<file path="config.mk">
export PLATFORM = sky130hd
export DESIGN_NAME = demux_1_4_stream
export DESIGN_NICKNAME = d
export VERILOG_FILES = /design/src/rtl/demux_1_4_stream.sv
export SDC_FILE = /design/constraint.sdc
export NUM_CORES = 1
export LEC_CHECK = 0
export BUFFER_PORTS_ARGS = -buffer_cell sky130_fd_sc_hd__clkbuf_2
export CORE_MARGIN = 1
export CORE_UTILIZATION = 35
export CTS_BUF_LIST = sky130_fd_sc_hd__clkbuf_4 sky130_fd_sc_hd__clkbuf_8
export CTS_CLUSTER_SIZE = 24
export DETAILED_ROUTE_END_ITERATION = 12
export PLACE_DENSITY = 0.7
export SKIP_CTS_REPAIR_TIMING = 1
export SYNTH_ARGS = -nofsm -noshare
export SYNTH_HDL_FRONTEND = slang
export SYNTH_SLANG_ARGS = --single-unit
</file>
<file path="constraint.sdc">
create_clock -name clk -period 6.4 [get_ports clk]
set_clock_uncertainty 0.05 [all_clocks]
set_input_delay 0.64 -clock clk [delete_from_list [all_inputs] [get_ports clk]]
set_output_delay 0.64 -clock clk [all_outputs]
set_load 0.005 [all_outputs]
</file>
<file path="src/rtl/demux_1_4_stream.sv">
// Registered 1:4 valid/ready stream demultiplexer with one holding register per channel.
// Optional broadcast to all four channels is enabled by defining DEMUX_1_4_BROADCAST_EN.
module demux_1_4_stream #(
    parameter int unsigned WIDTH = 4
) (
    input  logic             clk,
    input  logic             rst,
    input  logic             in_valid,
    output logic             in_ready,
    input  logic [WIDTH-1:0] in_data,
    input  logic [1:0]       in_sel,
`ifdef DEMUX_1_4_BROADCAST_EN
    input  logic             in_bcast,
`endif
    output logic [3:0]       out_valid,
    input  logic [3:0]       out_ready,
    output logic [WIDTH-1:0] out_data0,
    output logic [WIDTH-1:0] out_data1,
    output logic [WIDTH-1:0] out_data2,
    output logic [WIDTH-1:0] out_data3,
    output logic [2:0]       occupancy
);

    logic [3:0]            valid_q, valid_d;
    logic [3:0][WIDTH-1:0] data_q, data_d;
    logic [2:0]            occupancy_q, occupancy_d;

    logic [3:0] chan_free;
    logic [3:0] load;
    logic [3:0] out_fire;
    logic       bcast;
    logic       in_fire;
    logic [2:0] n_fill;
    logic [2:0] n_drain;

`ifdef DEMUX_1_4_BROADCAST_EN
    assign bcast = in_bcast;
`else
    assign bcast = 1'b0;
`endif

    // A channel can take a word if it is empty or its current word leaves this cycle.
    assign chan_free = ~valid_q | out_ready;
    assign out_fire  = valid_q & out_ready;
    assign in_ready  = bcast ? (&chan_free) : chan_free[in_sel];
    assign in_fire   = in_valid & in_ready;

    always_comb begin
        load        = 4'b0000;
        valid_d     = valid_q;
        data_d      = data_q;
        n_fill      = 3'd0;
        n_drain     = 3'd0;
        for (int i = 0; i < 4; i++) begin
            load[i]    = in_fire & (bcast | (in_sel == 2'(i)));
            valid_d[i] = load[i] | (valid_q[i] & ~out_fire[i]);
            if (load[i]) begin
                data_d[i] = in_data;
            end
            if (load[i] && !valid_q[i]) begin
                n_fill = n_fill + 3'd1;
            end
            if (out_fire[i] && !load[i]) begin
                n_drain = n_drain + 3'd1;
            end
        end
        occupancy_d = occupancy_q + n_fill - n_drain;
    end

    always_ff @(posedge clk) begin
        if (rst) begin
            valid_q     <= 4'b0000;
            data_q      <= '0;
            occupancy_q <= 3'd0;
        end else begin
            valid_q     <= valid_d;
            data_q      <= data_d;
            occupancy_q <= occupancy_d;
        end
    end

    assign out_valid = valid_q;
    assign out_data0 = data_q[0];
    assign out_data1 = data_q[1];
    assign out_data2 = data_q[2];
    assign out_data3 = data_q[3];
    assign occupancy = occupancy_q;

endmodule

</file>
==> flow_summary_export.csv, run 1 <==
group,metric,value,unit
logic_synthesis,synth.distinct_cells,32,
critical_path,crit_start,"in_sel[0]",
logic_synthesis,synth_seq_cells,23,
critical_path,cp_max_fo,9,
timing,max_freq,242.7,MHz
timing,post-route-period-util,64.38,%
finish,seqCellArea,460.4,um^2
logic_synthesis,synth_nets,157,
detailed_routing,met1_length,1.144,mm
detailed_routing,wl_met2,1.121,mm
logic_synthesis,netlist_area,1236,um^2
critical_path,reg2reg_slack,2320,ps
finish,area_growth,18.83,%
timing,setup_violations,0,
clocking,h-tree-depth,1,
timing,slew_headroom,64.24,%
die,die_area,3774,um^2
pwr,ir_worst_vdd,0.1259,mV
logic_synthesis,synth_ff_type,"dfxtp_1",
timing,tns,0,ps
timing,min_period,4120,ps
global_routing,grt_overflow,0,
timing,tightest_slew,532.3,ps
die,row_count,21,
logic_synthesis,async_flop_share,0,%
global_routing,grt_antenna_before_repair,0,
finish,n_antenna_cell,0,
detailed_routing,dr_wl_met3,162,um
clocking,cts_root_buf,"clkbuf_4",
clocking,cts_tree,"yes",
detailed_routing,ant_nets,0,
clocking,insertion_delay,300,ps
clocking,clock-sinks,23,
critical_path,start_kind,"primary input",
finish,final_cell_area,1469,um^2
run,cap_violations,0,
finish,final_cell_mix,"clkbuf_2 (36), dfxtp_1 (23), nor2_1 (19)",
run_status,status,"finished, final reports clean",
detailed_routing,drt_first_iter_violations,12,
timing,finalMaxSlewViolations,0,
placement,place_area,1439,um^2
die,io_pins,37,
logic_synthesis,syn_avg_cell_area,9.225,um^2
placement,port-buffer-count,36,
min_path,hold_class,"reg2reg",
detailed_routing,vias_per_cell,4.744,
detailed_routing,drcViolationCount,0,
detailed_routing,top_layer,"met4",
die,die_w,61.43,um
global_routing,grt_pass1_vias,896,
timing,rsz0062_at_grt,"no",
finish,layout_commonest_cell,"clkbuf_2",
logic_synthesis,synth_seq_area_share,37.25,%
detailed_routing,vias,1020,
critical_path,cp-end-kind,"flop",
placement,dp_hpwl,1.928,mm
logic_synthesis,synthCells,134,
critical_path,crit_arrival,4270,ps
pwr,leakage,0.7058,nW
logic_synthesis,synth_edf_count,0,
critical_path,critPathKind,"in2reg",
pwr,power_density,216.8,nW/um^2
finish,multiInputGateArea,718.2,um^2
clocking,cts_buffers,3,
die,die_h,61.43,um
clocking,clock_path_buffers,2,
placement,place_congestion,0.8087,
finish,drive_gt1_share,26.63,%
detailed_routing,first_pass_iters,4,
detailed_routing,wl_per_cell,11.36,um
critical_path,rr_startpoint,"out_valid[1]",
min_path,hp-start,"out_data1[3]",
finish,utilization,43.68,%
global_routing,grt_pass1_wl,3.877,mm
critical_path,critPathRequiredTime,6550,ps
die,floorplan.initialDensity,36.76,%
finish,fillers,373,
global_routing,grt.total_usage,13.83,%
global_routing,grt_start_max_net_pins,25,
detailed_routing,routed_wl,2.442,mm
timing,holdWs,412.8,ps
die,core,3363,um^2
clocking,clk_pin_slew_worst_paths,120,ps
finish,fin_nets,193,
logic_synthesis,synth_warnings,0,
timing,hold_viol_final,0,
==> flip-flops by register name (all words and copies together), names as in the netlist <==
name       count
out_data3      4
out_valid      4
occupancy      3
out_data1      4
out_data0      4
out_data2      4
==> path summary, 6_finish.rpt <==
check	endpoint	cells after the start
hold reg to reg	out_data1[3]	2
hold / removal	out_data1[3]	2
setup reg to reg	occupancy[2]	14
setup / recovery	occupancy[2]	15
==> synthesized netlist by cell type, types with 3 or more instances <==
master   count  area share, %
dfxtp_1     23             37
nor2_1      19            5.8
mux2i_1     13             11
nand2_1     12            3.6
a21oi_1      8            3.2
ha_1         8            8.1
inv_1        6            1.8
xnor2_1      5            3.5
nor2b_1      4            2.0
nand3_1      3            1.2
==> final cells by class <==
type                            count  share of cell area [%]
Clock buffer                        4                   2.044
Tap cell                           46                   3.918
Inverter                            6                   1.533
Timing Repair Buffer               36                   12.27
Sequential cell                    23                   31.35
Multi-Input combinational cell    100                   48.89
==> logic make-up after synthesis <==
logic type               share of synthesized area (%)
AO/OA/AOI/OAI                                    7.289
buffers and inverters                            4.655
AND/OR/NAND/NOR                                  22.17
adder cells (fa/ha/maj)                          11.34
flip-flops                                       37.25
multiplexers                                     12.35
XOR/XNOR                                         4.960
==> power breakdown <==
part / switching [mW] / internal, mW / leakage, nW
logic: 0.0407 / 0.0466 / 0.500
clock network: 0.0407 / 0.0285 / 0.0184
registers: 0.00747 / 0.154 / 0.188
==> stage by stage <==
step | total power [mW] | setup slack, ps | cells
after floorplan | 0.2270 | 2247 | 134
after global placement | 0.2526 | 2008 | 211
after detailed placement | 0.2533 | 1954 | 211
after CTS | 0.3243 | 2292 | 215
after global routing | 0.3375 | 2106 | 215
final | 0.3184 | 2280 | 215
==> metal layers <==
| layer | GRT usage [%] | up-vias |
|---|---|---|
| met5 | 0 | - |
| met4 | 5.714 | 0 |
| met3 | 2.731 | 2 |
| met2 | 21.27 | 23 |
| met1 | 19.02 | 470 |
| li1 | - | 525 |
==> worst max-delay path: stages <==
cell      delay, ps
clkbuf_2        160
nand2_1          90
or3_1           410
nand3_1         160
inv_1            50
ha_1            290
xor2_1          250
ha_1            270
mux2i_1         200
fa_1            480
fa_1            440
xnor2_1         170
xnor2_1         150
xnor2_1         150
mux2_1          340
No activity file was read; power rests on OpenSTA's default activity.
==> run 2, diff against run 1 <==
--- a/config.mk
+++ b/config.mk
@@ -11,7 +11,7 @@
 export CTS_BUF_LIST = sky130_fd_sc_hd__clkbuf_4 sky130_fd_sc_hd__clkbuf_8
 export CTS_CLUSTER_SIZE = 24
 export DETAILED_ROUTE_END_ITERATION = 12
-export PLACE_DENSITY = 0.7
+export PLACE_DENSITY = 0.72
 export SKIP_CTS_REPAIR_TIMING = 1
 export SYNTH_ARGS = -nofsm -noshare
 export SYNTH_HDL_FRONTEND = slang
==> constraint.sdc (replaced) <==
create_clock -name clk -period 3.75 [get_ports clk]
set_clock_uncertainty 0.05 [all_clocks]
set_input_delay 0.375 -clock clk [delete_from_list [all_inputs] [get_ports clk]]
set_output_delay 0.375 -clock clk [all_outputs]
set_load 0.005 [all_outputs]
==> run 2 against run 1 <==
Register-to-register slack lost 2200 ps; flip-flop and latch count did not move; first-iteration DRC count rose by 110%; sequential power rose by 71%; utilization rose by 5.4 points; final area up 12%; via count increased by 4.8%; global-route usage up 0.48 points; routed wire length increased by 5.4%; non-clock buffer count increased by 13; critical path type is now reg2reg; critical endpoint unchanged; largest power group unchanged.
==> flow_summary_export.csv, run 2 (same netlist as run 1, synthesis figures left out) <==
group,metric,value,unit
placement,place_ws,-65.81,ps
clocking,clk_pin_slew_worst_paths,110,ps
clocking,insertion_delay,300,ps
finish,area_growth,33.60,%
run_status,status,"finished, final reports clean",
critical_path,critPathRequiredTime,3900,ps
detailed_routing,drt_first_iter_violations,25,
min_path,hp-start,"in_data[3]",
clocking,cts_buffers,3,
timing,holdWs,276.7,ps
global_routing,grt_pass1_wl,3.919,mm
timing,setup_ws,119.6,ps
finish,fillers,357,
placement,dp_hpwl,1.997,mm
critical_path,cp_common_cell,"xnor2_1",
timing,finalMaxSlewViolations,0,
critical_path,cp-end-kind,"flop",
critical_path,cp_max_fo,3,
die,io_pins,37,
clocking,clock_path_buffers,2,
timing,max_freq,275.4,MHz
critical_path,crit_start,"out_valid[1]",
min_path,whs_path_depth,3,
finish,drive_gt1_share,39.56,%
die,row_count,21,
pwr,leakage,0.7735,nW
placement,place_congestion,0.6912,
critical_path,start_kind,"flop",
global_routing,grt_overflow,0,
die,die_area,3774,um^2
clocking,cts_root_buf,"clkbuf_4",
critical_path,cp_top_family,"adder cells",
critical_path,crit_slowest_cell,"fa_1",
finish,layout_commonest_cell,"clkbuf_2",
clocking,clock-sinks,23,
finish,fin_nets,206,
placement,place_area,1562,um^2
die,floorplan.initialDensity,36.76,%
detailed_routing,wl_per_cell,11.29,um
detailed_routing,ant_nets,0,
global_routing,grt_pass1_vias,940,
detailed_routing,routed_wl,2.574,mm
critical_path,path_depth,13,
critical_path,cp_num_buf_inv,2,
detailed_routing,first_pass_iters,4,
finish,final_cell_mix,"clkbuf_2 (36), dfxtp_1 (22), nor2_1 (18)",
global_routing,grt.total_usage,14.30,%
critical_path,crit_chain,"buf_4 -> or3_4 -> inv_2 -> ha_4 -> xor2_2 -> ha_1 -> mux2_4 -> fa_1 -> fa_2 -> xnor2_2 -> xnor2_1 -> xnor2_1 -> mux2_1",
global_routing,grt_start_max_net_pins,25,
min_path,hold_class,"in2reg",
critical_path,reg2regPathDepth,13,
die,die_h,61.43,um
run,cap_violations,0,
timing,min_period,3630,ps
clocking,h-tree-depth,1,
timing,post-route-period-util,96.81,%
die,core,3363,um^2
timing,slew_headroom,63.22,%
timing,tightest_slew,547.5,ps
placement,dp.cells,224,
finish,fin_cells,228,
critical_path,cpPeakStageDelay,500,ps
finish,final_cell_area,1652,um^2
timing,setup_violations,0,
pwr,ir_worst_vdd,0.2069,mV
clocking,cts_tree,"yes",
critical_path,crit_arrival,3790,ps
finish,utilization,49.11,%
die,die_w,61.43,um
timing,hold_viol_final,0,
finish,n_antenna_cell,0,
detailed_routing,drcViolationCount,0,
pwr,power_density,344.8,nW/um^2
detailed_routing,vias_per_cell,4.689,
critical_path,critPathKind,"reg2reg",
placement,port-buffer-count,36,
global_routing,grt_antenna_before_repair,0,
critical_path,rr_startpoint,"out_valid[1]",
detailed_routing,vias,1069,
[run 2: cell types whose count changed in the layout (fill, tap and decap cells not counted), sizes merged]
cell	change
buf	+13
[run 2: through the flow]
stage	power, mW	TNS, ps
final	0.5695	0
after detailed placement	0.4542	-65.81
after floorplan	0.3987	0
after global routing	0.6055	-30.72
after CTS	0.5746	0
after global placement	0.4513	-1.570
[run 2: area by class of cell]
type                       instances  area, um^2  area share (%)
multi-input combinational        100       802.0           48.56
sequential                        23       461.7           27.95
inverter                           6       22.52           1.364
tap                               46       57.56           3.485
clock buffer                       4       30.03           1.818
timing repair buffer              49       277.8           16.82
[run 2: metal layers]
metal / up-vias / wire, um / part of all wire, % / track usage, %
met5: - / 0 / 0 / 0
met4: 0 / 46 / 1.8 / 6.667
met3: 5 / 116 / 4.5 / 2.731
met2: 22 / 1264 / 49 / 23.76
met1: 496 / 1147 / 45 / 17.96
li1: 546 / - / - / -
[run 2: final timing paths]
kind,to,slack [ps]
hold / removal,out_data1[3],280
setup / recovery,occupancy[2],120
hold reg to reg,out_data1[0],420
setup reg to reg,occupancy[2],120
[run 2: power by group]
group          internal (mW)  switching (mW)
logic                  0.100          0.0753
registers              0.264          0.0138
clock network         0.0488          0.0681
total                  0.412           0.157
[run 2: worst register-to-register path, stage by stage, from the launching register on]
cell,delay [ps]
dfxtp_2,330
buf_4,130
or3_4,370
inv_2,70
ha_4,200
xor2_2,150
ha_1,270
mux2_4,270
fa_1,500
fa_2,390
xnor2_2,170
xnor2_1,150
xnor2_1,150
mux2_1,330
